File: config.mk
export PLATFORM = sky130hd
export DESIGN_NAME = issue_ctrl
export DESIGN_NICKNAME = d
export VERILOG_FILES = /design/src/rtl/issue_pkg.sv /design/src/rtl/ld_fifo.sv /design/src/rtl/issue_ctrl.sv
export SDC_FILE = /design/constraint.sdc
export NUM_CORES = 1
export LEC_CHECK = 0
export ABC_AREA = 0
export CAP_MARGIN = 20
export CORE_AREA = 2 2 93 140
export CTS_CLUSTER_DIAMETER = 60
export DETAILED_ROUTE_END_ITERATION = 8
export DIE_AREA = 0 0 95 142
export GPL_ROUTABILITY_DRIVEN = 0
export PLACE_DENSITY = 0.79
export SLEW_MARGIN = 5
export SYNTH_ARGS = -nofsm -noshare
export SYNTH_HDL_FRONTEND = slang
export SYNTH_SLANG_ARGS = --single-unit
File: constraint.sdc
create_clock -name clk -period 2.21 [get_ports clk]
set_input_delay 0.442 -clock clk [delete_from_list [all_inputs] [get_ports clk]]
set_output_delay 0.442 -clock clk [all_outputs]
set_load 0.02 [all_outputs]
File: src/rtl/issue_pkg.sv
// Shared types and sizing for the issue stage and its in-flight load FIFO.
package issue_pkg;

    localparam int LD_DEPTH_DEF = 2;

    function automatic int ld_cnt_w(input int depth);
        return $clog2(depth) + 1;
    endfunction

    localparam int LD_CNT_W = ld_cnt_w(LD_DEPTH_DEF);

    typedef struct packed {
        logic        valid;
        logic [31:0] insn;
        logic [4:0]  rd;
        logic        rf_we;
        logic        load;
    } issue_reg_t;

    typedef struct packed {
        logic [4:0] rd;
        logic       rf_we;
    } ld_ent_t;

    localparam int LD_ENT_W = $bits(ld_ent_t);

endpackage

File: src/rtl/ld_fifo.sv
// Small synchronous FIFO; a pop on empty is ignored, a push on full only lands
// when a pop frees the head slot in the same cycle.
module ld_fifo #(
    parameter  int DEPTH = 2,
    parameter  int WIDTH = 6,
    localparam int AW    = $clog2(DEPTH),
    localparam int CW    = AW + 1
) (
    input  logic             clk,
    input  logic             rst_n,
    input  logic             push,
    input  logic [WIDTH-1:0] wdata,
    input  logic             pop,
    output logic [WIDTH-1:0] rdata,
    output logic             full,
    output logic             empty,
    output logic [CW-1:0]    count
);

    logic [WIDTH-1:0] mem [DEPTH];
    logic [AW-1:0]    wptr, rptr;
    logic             push_ok, pop_ok;

    assign empty   = (count == '0);
    assign full    = (count == CW'(DEPTH));
    assign pop_ok  = pop & ~empty;
    assign push_ok = push & (~full | pop_ok);
    assign rdata   = mem[rptr];

    always_ff @(posedge clk) begin
        if (push_ok)
            mem[wptr] <= wdata;
    end

    always_ff @(posedge clk or negedge rst_n) begin
        if (!rst_n) begin
            wptr  <= '0;
            rptr  <= '0;
            count <= '0;
        end else begin
            if (push_ok)
                wptr <= wptr + 1'b1;
            if (pop_ok)
                rptr <= rptr + 1'b1;
            case ({push_ok, pop_ok})
                2'b10:   count <= count + 1'b1;
                2'b01:   count <= count - 1'b1;
                default: count <= count;
            endcase
        end
    end

endmodule

File: src/rtl/issue_ctrl.sv
// Issue register plus load-use scoreboard between decode and execute/LSU.
// Optional macro ISSUE_CTRL_LD_BYPASS_EN lets a completing load release its consumer the same cycle.
module issue_ctrl
    import issue_pkg::*;
#(
    parameter int LD_DEPTH = LD_DEPTH_DEF
) (
    input  logic                          clk,
    input  logic                          rst_n,
    input  logic                          i_valid,
    output logic                          o_ready,
    input  logic [4:0]                    i_rs1_addr,
    input  logic [4:0]                    i_rs2_addr,
    input  logic                          i_rs1_re,
    input  logic                          i_rs2_re,
    input  logic [4:0]                    i_rd,
    input  logic                          i_rf_we,
    input  logic                          i_lsu_load,
    input  logic [31:0]                   i_insn,
    output logic                          o_issue_valid,
    input  logic                          i_issue_ready,
    output logic [31:0]                   o_issue_insn,
    output logic [4:0]                    o_issue_rd,
    output logic                          o_issue_load,
    input  logic                          i_ld_done,
    input  logic                          i_flush,
    output logic [ld_cnt_w(LD_DEPTH)-1:0] o_ld_pending
);

    localparam int CNT_W = ld_cnt_w(LD_DEPTH);

    issue_reg_t       q, d;
    logic [31:0]      busy_q, busy_d, busy_eff, set_vec, clr_vec;
    ld_ent_t          head, push_ent;
    logic             fifo_full, fifo_empty;
    logic [CNT_W-1:0] fifo_cnt;
    logic             iss, push, pop, accept;
    logic             held_ld_hit, hazard, full_stall;

    // Flush wins over the execute handshake, so a flushed load never enters the FIFO.
    assign iss      = q.valid & i_issue_ready & ~i_flush;
    assign push     = iss & q.load;
    assign pop      = i_ld_done & ~fifo_empty;
    assign push_ent = '{rd: q.rd, rf_we: q.rf_we};

    ld_fifo #(
        .DEPTH (LD_DEPTH),
        .WIDTH (LD_ENT_W)
    ) u_ld_fifo (
        .clk   (clk),
        .rst_n (rst_n),
        .push  (push),
        .wdata (push_ent),
        .pop   (pop),
        .rdata (head),
        .full  (fifo_full),
        .empty (fifo_empty),
        .count (fifo_cnt)
    );

    always_comb begin
        set_vec = '0;
        clr_vec = '0;
        if (push && q.rf_we && q.rd != '0)
            set_vec[q.rd] = 1'b1;
        if (pop && head.rf_we && head.rd != '0)
            clr_vec[head.rd] = 1'b1;
        busy_d    = (busy_q & ~clr_vec) | set_vec;
        busy_d[0] = 1'b0;
    end

`ifdef ISSUE_CTRL_LD_BYPASS_EN
    assign busy_eff   = busy_q & ~clr_vec;
    assign full_stall = i_lsu_load & fifo_full & ~i_ld_done;
`else
    assign busy_eff   = busy_q;
    assign full_stall = i_lsu_load & fifo_full;
`endif

    // A load sitting in the issue register is not yet in the scoreboard, so match it directly.
    assign held_ld_hit = q.valid & q.load & q.rf_we & (q.rd != '0);

    always_comb begin
        hazard = 1'b0;
        if (i_rs1_re && (busy_eff[i_rs1_addr] || (held_ld_hit && i_rs1_addr == q.rd)))
            hazard = 1'b1;
        if (i_rs2_re && (busy_eff[i_rs2_addr] || (held_ld_hit && i_rs2_addr == q.rd)))
            hazard = 1'b1;
        if (i_rf_we && (busy_eff[i_rd] || (held_ld_hit && i_rd == q.rd)))
            hazard = 1'b1;
    end

    assign o_ready = (~q.valid | i_issue_ready) & ~hazard & ~full_stall & ~i_flush;
    assign accept  = i_valid & o_ready;

    always_comb begin
        d = q;
        if (i_flush)
            d.valid = 1'b0;
        else if (accept)
            d = '{valid: 1'b1, insn: i_insn, rd: i_rd, rf_we: i_rf_we, load: i_lsu_load};
        else if (iss)
            d.valid = 1'b0;
    end

    always_ff @(posedge clk or negedge rst_n) begin
        if (!rst_n) begin
            q      <= '0;
            busy_q <= '0;
        end else begin
            q      <= d;
            busy_q <= busy_d;
        end
    end

    assign o_issue_valid = q.valid;
    assign o_issue_insn  = q.insn;
    assign o_issue_rd    = q.rd;
    assign o_issue_load  = q.load;
    assign o_ld_pending  = fifo_cnt;

endmodule

==> run summary <==
The flow ran to the end, but the final reports show violations. The final reports fail on negative setup slack. The total routed wirelength came out at 15500 µm. The net switching component of the power came out at 2350 µW. The element type at the critical path end is a flop. The min-delay analysis places its worst path in the category in2async. The pre-CTS setup slack came out at -1269 ps. The final count of pins violating max slew is 0. The maximum clock skew at final layout came out at 5.539 ps. The leakage component of the power is 0.003095 µW. The count of buffers added on input and output ports is between 90 and 100. Among the stages of the critical path, the cell type that occurs most often is buf_4. The setup slack of the critical path after layout came out at -464.4 ps. The max-capacitance violation count came out at 0. The clock tree root buffer cell is clkbuf_16. The number of clock buffers inserted by TritonCTS is 9.

The worst path buffer plus inverter count came out at 3. The first-iteration detailed-routing DRC count came out at 495. Fill cells in the final layout number between 900 and 1000. The number of nets in the synthesized netlist is 452. The highest attainable clock frequency is 373.9 MHz.

The cell type of the slowest stage on the worst timing path is mux4_2. The number of hold buffers added after CTS is 0. The element type at the critical path start is a flop.

dfrtp_1 is the most common cell in the netlist. For the finished layout, the period the worst path requires is 2674 ps. Among all flip-flop cells after synthesis, the most frequent one is dfrtp_1. The count of TritonRoute iterations in the first routing pass came out at 5. The number of enable flip-flop cells after synthesis came out at 12.

The detailed placement HPWL came out at 10270 µm. Data on the critical path is required at its endpoint by 2430 ps. Sorting the synthesized cells by area gives the leading types as dfrtp_1 39%, mux2_4 12%, edfxtp_1 7.4%. The peak fanout along the critical path is 10. The number of antenna violations at the first check in global routing is 0.

Setup violations remaining at the end of the flow were counted as about 40. The worst endpoint data arrival time came out at slightly below 3000 ps. The Yosys step of the flow raised 0 warnings.

The instance count of the mapped netlist came out at between 300 and 400. The number of top-level pins came out at 99. The placeable core region came out at 12320 µm². In the routed design, unresolved DRC markers number 0.

The share of total power in the clock network is 22.3%. Hold is met by 115.6 ps. The CTS H-tree depth is 3. The later pin in the worst-skew pair is clocked with a latency of around 340 ps. In the final layout, the multi-input gates occupy between 2000 and 2500 µm². The tree built by TritonCTS fans out to 87 sinks. The residual overflow from global routing is 0. The horizontal die dimension came out at 95 µm. Entering global routing, the biggest net connects between 70 and 80 pins.

Power spread over the standard cell area amounts to 985.6 nW/µm². Traced cell by cell, the critical path runs through mux4_2 > o22ai_2 > o221ai_2 > buf_4 > a221oi_4 > nand4_4 > buf_4 > buf_16 > mux2_4. Once the floorplan was initialized, standard cells occupied between 30% and 40% of the core. A synthesized cell averages 12.31 µm². The peak ir drop on the vdd network came out at 0.7288 mV. The share of the yosys chip area belonging to registers is 46.14%. Cell internal power was estimated by the tool at 4536 µW. The power share of the combinational group is 43.7%. The kind of critical path is reg2reg. The via count of the first global-routing pass is 4333. The count of final hold-check violations came out at 0.

In this run the vertical extent of the chip is 142 µm. The first global-routing pass estimated around 23000 µm of wire. The share of synthesized area in the top cell type comes to 38.71%.

Net switching is 34.12% of the power. The leading area contributor after synthesis is dfrtp_1. Setup repair after global routing could not meet its margin everywhere. The overall routing resource usage came out at 23.09%. The area taken by flip-flops and latches is 2237 µm².

The routed layout has around 4200 vias. Once placement finished, the instance area stood at 6382 µm². The largest single stage delay on the critical path is 490 ps. Summing all non-filler instances in the final layout gives an area of 6985 µm². The relative area change from synthesis to final layout came out at 44.08%.

By count the netlist is led by 75 x dfrtp_1, 69 x o21ai_0, 39 x mux2_4. The net count of the finished layout is 620. The fraction of the cycle the final worst path needs is 121.0%. Dividing the detail-routed via count by the number of cells gives 5.790. The number of standard-cell rows in the floorplan is 50.

The portion of total power attributed to sequential cells came out at 34.0%. The number of antenna cells inserted came out at 0. The fraction of synthesis flops using an asynchronous set or reset pin came out at 86.21%. After synthesis, the netlist uses 51 different library cells. The proportion of layout cells with a drive suffix above 1 came out at 31.92%.

The kind of cell with the highest combined delay along the critical path is multiplexers. The netlist area before placement is approximately 4800 µm². The worst relative slew slack is 54.13%. Once detail routing completed, the nets flagged for antenna violations numbered 0. No sink is reached through more buffers than the 2 on the longest clock path. After layout, the design draws a total of 6885 µW. Clock-pin slew was measured on the worst setup and hold paths at 60 ps. The post-synthesis sequential element count came out at 87. The die area came out at 13490 µm². TritonCTS built the clock tree. The transition at the pin with the smallest max-transition slack came out at 686.3 ps. The routed wire length per instance came out at 21.43 µm.
## through the flow
stage          util, %  cells  TNS [ps]
2_1_floorplan        -    394     -7876
3_3_place_gp     51.79    689    -43280
3_5_place_dp     51.79    689    -45030
4_1_cts          56.07    716    -17880
5_1_grt          56.68    723    -20920
6_report         56.68    723    -18010
## logic make-up (layout without fill, tap and decap cells)
| logic type | Yosys count | in the layout | share of synthesized area, % |
|---|---|---|---|
| buffers and inverters | 40 | 213 | 5.316 |
| multiplexers | 74 | 74 | 24.54 |
| XOR/XNOR | 20 | 20 | 3.613 |
| AO/OA/AOI/OAI | 93 | 93 | 11.51 |
| adder cells (fa/ha/maj) | 1 | 1 | 0.2580 |
| flip-flops | 87 | 87 | 46.14 |
| AND/OR/NAND/NOR | 79 | 79 | 8.619 |
## state kept, by name (all words and copies together), names as in the netlist
name	flops
u_ld_fifo.count	2
busy_eff	31
u_ld_fifo.rptr	1
o_issue_load	1
o_issue_rd	5
o_issue_insn	32
push_ent	1
u_ld_fifo.wptr	1
o_issue_valid	1
u_ld_fifo.mem	12
## worst paths after layout
path | from | slack (ps) | cells after the start | endpoint
setup / recovery | busy_eff[12] | -460 | 9 | o_issue_insn[17]
max in group asynchronous | rst_n | 1780 | 2 | u_ld_fifo.count[1]
setup reg to reg | busy_eff[12] | -460 | 9 | o_issue_insn[17]
min in group clk | o_issue_insn[5] | 510 | 1 | o_issue_insn[5]
hold reg to reg | o_issue_insn[5] | 510 | 1 | o_issue_insn[5]
hold / removal | rst_n | 120 | 2 | o_issue_insn[28]
## metal layers
metal	wire [µm]	share of wire, %	global-route usage, %
met5	0	0	0
met4	771	5.0	12.36
met2	8116	52	40.05
met1	5601	36	26.27
met3	1006	6.5	4.767
## cell usage in the layout, fill, tap and decap left out, types with 9 or more instances in the layout
| cell type | count |
|---|---|
| clkdlybuf4s50_1 | 86 |
| dfrtp_1 | 75 |
| buf_4 | 72 |
| o21ai_0 | 68 |
| mux2_4 | 39 |
| nand2_1 | 29 |
| inv_1 | 14 |
| mux4_2 | 14 |
| xnor2_1 | 14 |
| mux2i_1 | 12 |
| edfxtp_1 | 12 |
| clkbuf_16 | 10 |
| nand2b_1 | 9 |
| nor2_1 | 9 |
## power groups by stage
stage	Combinational, µW	Clock, µW	Sequential, µW
detailed placement	2830	0	2330
floorplan	1310	0	2610
global placement	2760	0	2300
CTS	2950	1540	2320
global route	3150	1600	2380
finish	3010	1530	2340
## final cells by class
cell class | count | share of cell area, %
clock inverter | 1 | 0.1254
timing repair buffer | 183 | 25.13
inverter | 14 | 0.7523
sequential | 87 | 32.03
tap | 156 | 2.794
multi-input combinational | 267 | 34.89
clock buffer | 15 | 4.281
## timing repair
item,CTS,global route
hold endpoints to repair,0,0
pin swaps,4,2
cloned,4,0
setup buffers,7,7
endpoints found under the setup margin,41,42
resized for setup,40,11
Note: power is estimated with default switching activity, not from simulation.
==> RTL change 1: new RTL, config.mk and constraints unchanged <==
Reset style: synchronous (`rst_n`), changed in 2 clocked blocks.
--- a/src/rtl/ld_fifo.sv
+++ b/src/rtl/ld_fifo.sv
@@ -34,3 +34,3 @@
 
-    always_ff @(posedge clk or negedge rst_n) begin
+    always_ff @(posedge clk) begin
         if (!rst_n) begin
--- a/src/rtl/issue_ctrl.sv
+++ b/src/rtl/issue_ctrl.sv
@@ -105,3 +105,3 @@
 
-    always_ff @(posedge clk or negedge rst_n) begin
+    always_ff @(posedge clk) begin
         if (!rst_n) begin
Check against the original RTL: differs if rst_n is asserted again (counterexample within 4 cycles, from zero or initial values and one cycle with rst_n low); with rst_n held inactive, the same outputs for 4 cycles.
==> RTL change 1 against the original RTL <==
The run still ends with setup timing left. Area after synthesis barely moved. Sequential cell count is 1 higher. Wire length is 1.7% higher. Sequential share of layout area is 5.5 points lower. Synthesized cell count up 33%. Setup slack got worse by 0.20 ns. Critical path depth unchanged. Final area is 2.1% higher.
Power is not compared: it rests on default switching activity, and its combinational part moved more than twofold at a synthesized area within 25%.
==> RTL change 1: results <==
{
  "finClkSkew_ns": 0.00604,
  "synth-seq-area-share_pct": 38.8,
  "synth_warnings": 0,
  "ys_top_cells_by_area": "dfxtp_1 31%, mux2i_1 12%, nand2_1 9.1%, edfxtp_1 7.4%, mux4_2 6.5%",
  "antenna_violations_before_repair": 0,
  "layout.nets": 748,
  "post-dp-hpwl_mm": 11.2,
  "status": "complete, but fails checks",
  "hold_class": "reg -> reg",
  "filler_cell_count": 988,
  "synthesis.instances": 524,
  "global_route.usage.total_pct": 23.9,
  "failed_checks": "setup timing",
  "drt_iter0_markers": 332,
  "route.detailed.wl_per_inst_um": 18.5,
  "synth.cells.most_frequent": "118 x nand2_1, 76 x dfxtp_1, 57 x mux2i_1",
  "finalWirelength_mm": 15.8,
  "layout-drive-gt1-share_pct": 24.0,
  "setup_viols_final": 41,
  "vias_in_the_first_global_route": 5028,
  "synth.distinct_cells": 56,
  "grt_start_max_net_pins": 116,
  "path_max_fanout": 7,
  "grt_first_pass_wirelength_mm": 24.7,
  "leakage_uw": 0.00271,
  "antenna_cells": 0,
  "async_reset_ff_share_pct": 0,
  "place_inst": 819,
  "detailroute.via_count": 4695,
  "fin_setup_tns_ns": -22.61,
  "clock_path_buffers": 2,
  "setup_ws_final_ns": -0.666,
  "mappedNetlistNets": 582,
  "crit_arrival_ns": 2.43,
  "worstMarginPinSlew_ns": 0.787,
  "detail_route.first_pass.iterations": 7
}
RTL change 1: changes by cell type in the layout (fill, tap and decap cells not counted), sizes merged, moves of 14 or more:
cell	unedited run	this run
o21ai	69	38
a21boi	0	33
nand2	29	118
dfxtp	0	76
mux2	44	8
mux2i	12	57
buf	88	102
dfrtp	75	0
RTL change 1: timing repair:
action,CTS,global route
buffers inserted,10,1
pin swaps,9,1
gates cloned,7,0
resized for setup,49,5
hold endpoints to repair,0,0
setup endpoints to repair,41,41
RTL change 1: final cells by class:
| class | instances | area [um^2] | area share, % |
|---|---|---|---|
| well taps | 156 | 195 | 2.74 |
| multi-input cells | 384 | 2800 | 39.2 |
| clock inverters | 4 | 46.3 | 0.649 |
| flip-flops and latches | 88 | 1890 | 26.5 |
| clock buffers | 12 | 236 | 3.32 |
| inverters | 10 | 37.5 | 0.526 |
| repair buffers | 197 | 1930 | 27.0 |
RTL change 1: worst paths after layout:
kind,startpoint,end,slack [ns],cells after the start
max,i_rs2_addr[2],o_ready,-0.67,9
min,o_issue_insn[11],o_issue_insn[11],0.46,2
max reg2reg,o_issue_rd[4],o_issue_rd[0],-0.61,10
min reg2reg,o_issue_insn[11],o_issue_insn[11],0.46,2
RTL change 1: metal layers:
layer | part of all wire, % | global-route usage (%) | vias to the layer above
met2 | 52 | 42.3 | 243
met5 | 0 | 0 | -
met3 | 7.4 | 6.04 | 75
met4 | 6.2 | 15.7 | 0
met1 | 35 | 24.4 | 2197
li1 | - | - | 2180
RTL change 1: power by group:
group          total, uW  internal (uW)  switching [uW]  leakage, uW
Combinational        694            374             320      0.00185
Sequential          1680           1660            24.5     0.000727
Clock               1460            871             586     0.000134
RTL change 1: critical path: stages:
cell	delay, ns
clkdlybuf4s50_1	0.48
buf_6	0.14
mux2_2	0.34
o21ai_0	0.25
o221ai_1	0.20
o31ai_2	0.10
a21boi_2	0.13
nor4_4	0.18
buf_4	0.19
RTL change 1: metrics by stage:
stage / power [uW] / instance area [um^2] / worst slack (ns)
finish: 3830 / 7130 / -0.666
global route: 3980 / 7130 / -0.755
CTS: 3870 / 7160 / -0.601
detailed placement: 2300 / 6470 / -1.41
global placement: 2290 / 6470 / -1.35
floorplan: 2020 / 4880 / -0.395
RTL change 1: cell families after synthesis:
| group | count (synthesis) | share of synthesized area [%] |
|---|---|---|
| xor gates and xnor gates | 18 | 3.25 |
| buffers and inverters | 52 | 5.73 |
| DFF | 88 | 38.8 |
| muxes | 79 | 20.1 |
| and+or+nand+nor | 188 | 18.0 |
| adders and majority gates | 1 | 0.258 |
| AOI/OAI and AO/OA | 98 | 13.9 |
==> RTL change 2: new RTL, same settings <==
Made on the original files. The option `ISSUE_CTRL_LD_BYPASS_EN` is turned on by a define.
--- a/src/rtl/issue_ctrl.sv
+++ b/src/rtl/issue_ctrl.sv
@@ -2,2 +2,4 @@
 // Optional macro ISSUE_CTRL_LD_BYPASS_EN lets a completing load release its consumer the same cycle.
+`define ISSUE_CTRL_LD_BYPASS_EN
+
 module issue_ctrl
Function: changed (Yosys sat finds a counterexample within 4 cycles, from zero or initial values and one cycle with rst_n low).
==> RTL change 2 against the original RTL <==
The flow still finishes with violations (setup timing). Sequential share of layout area shrank 6.1 points. Sequential cell count is the same. Wire length grew 52%. Power grew 12%. Final area grew 24%. Setup slack lost 1.2 ns. Clock skew grew 0.0033 ns. Combinational power grew 25%. Via count grew 41%. Sequential power shrank 4%. Final cell count grew 28%. Area after synthesis grew 13%.
==> RTL change 2: results <==
{
  "status": "complete, but fails checks",
  "failed_checks": "setup timing",
  "setup_ws_final_ns": -1.64,
  "drt_iter0_markers": 852,
  "detailroute.via_count": 5910,
  "vias_in_the_first_global_route": 6160,
  "detail_route.first_pass.iterations": 6,
  "global_route.usage.total_pct": 33.4,
  "grt_first_pass_wirelength_mm": 33.7,
  "worst_ir_drop_vdd_v": 0.000753,
  "route.detailed.wl_per_inst_um": 25.6,
  "mappedNetlistNets": 578,
  "synth.cells.most_frequent": "75 x dfrtp_1, 49 x o21ai_0, 39 x mux2_4",
  "leakage_uw": 0.00376,
  "layout-drive-gt1-share_pct": 38.9,
  "layout.nets": 820,
  "clock_path_buffers": 2,
  "crit_arrival_ns": 3.41,
  "grt_start_max_net_pins": 72,
  "finClkSkew_ns": 0.00879,
  "port_buffers": 98,
  "synth_edf_count": 12,
  "placed_cell_area_um2": 7600,
  "synth.distinct_cells": 82,
  "ys_top_cells_by_area": "dfrtp_1 34%, mux2_4 11%, edfxtp_1 6.6%, o21ai_0 4.5%, o211ai_1 2.7%",
  "synth-seq-area-share_pct": 40.8,
  "path_max_fanout": 7,
  "setup_viols_final": 43
}
## RTL change 2: cell types whose count changed after synthesis, sizes merged, moves of 5 or more
cell,before,now
nor2,9,31
o211ai,0,22
mux4,18,0
clkbuf,7,24
o21ai,69,56
xor2,6,14
nand2,29,36
o21a,0,7
a211oi,0,6
nor2b,2,8
nor4b,0,5
o31ai,0,5
## RTL change 2: cell families (layout without fill, tap and decap cells)
group                      count (synthesis)  count (layout)  synth area share, %
muxes                                     57              57                 14.1
and+or+nand+nor                          140             140                 14.6
buffers and inverters                     56             302                 5.04
DFF                                       87              87                 40.8
AOI/OAI and AO/OA                        153             154                 21.1
adders and majority gates                  1               1                0.228
xor gates and xnor gates                  26              26                 4.15
## RTL change 2: report_power, final
group	leakage, uW	internal [uW]	total, uW	switching, uW
Combinational	0.00254	1900	3760	1860
Clock	0.000159	1000	1690	691
Sequential	0.00106	2000	2250	254
Total	0.00376	4900	7710	2800
## RTL change 2: per-layer routing
layer,GRT usage (%),share of wire [%]
met1,35.9,32
met5,0,0
met3,8.53,9.4
met2,55.5,49
met4,24.6,9.4
## RTL change 2: final timing paths
kind,to,slack (ns),startpoint,cells past startpoint
min in group clk,o_issue_insn[15],0.52,o_issue_insn[15],1
max reg2reg,o_issue_rd[0],-1.48,u_ld_fifo.rptr,16
min,busy_q[25],0.43,rst_n,2
max in group asynchronous,u_ld_fifo.count[1],1.13,rst_n,3
max,o_ready,-1.64,u_ld_fifo.rptr,13
min reg2reg,o_issue_insn[15],0.52,o_issue_insn[15],1
## RTL change 2: area by class of cell
class                   instances  area, um^2
clock buffers                  10         229
fillers                       736        3660
clock inverters                 6        93.8
well taps                     156         195
repair buffers                274        2560
inverters                      12        45.0
multi-input cells             378        3300
flip-flops and latches         87        2240
## RTL change 2: worst max-delay path: stages, from the launching register on
cell	delay [ns]
dfrtp_2	0.46
buf_12	0.15
buf_12	0.13
nand2_2	0.17
a2bb2oi_4	0.32
buf_4	0.20
buf_4	0.13
o21ai_4	0.07
mux2i_1	0.39
nand3_1	0.28
o211ai_1	0.25
a211oi_2	0.13
and3b_2	0.24
buf_6	0.13
## RTL change 2: through the flow
step / utilization [%] / setup TNS [ns] / instances / setup slack (ns)
finish: 70.3 / -59.81 / 923 / -1.64
CTS: 66.9 / -52.06 / 907 / -1.40
global placement: 61.6 / -56.99 / 875 / -1.72
detailed placement: 61.6 / -62.84 / 875 / -1.81
floorplan: - / -27.66 / 520 / -0.684
global route: 70.3 / -60.89 / 923 / -1.65
## RTL change 2: repair_timing
| item | in CTS | in global routing |
|---|---|---|
| pin swaps | 17 | 31 |
| buffers inserted | 13 | 11 |
| hold endpoints to repair | 4 | 0 |
| gates cloned | 2 | 7 |
| setup endpoints to repair | 42 | 51 |
| gates resized for setup | 51 | 40 |
| hold buffers | 1 | 0 |
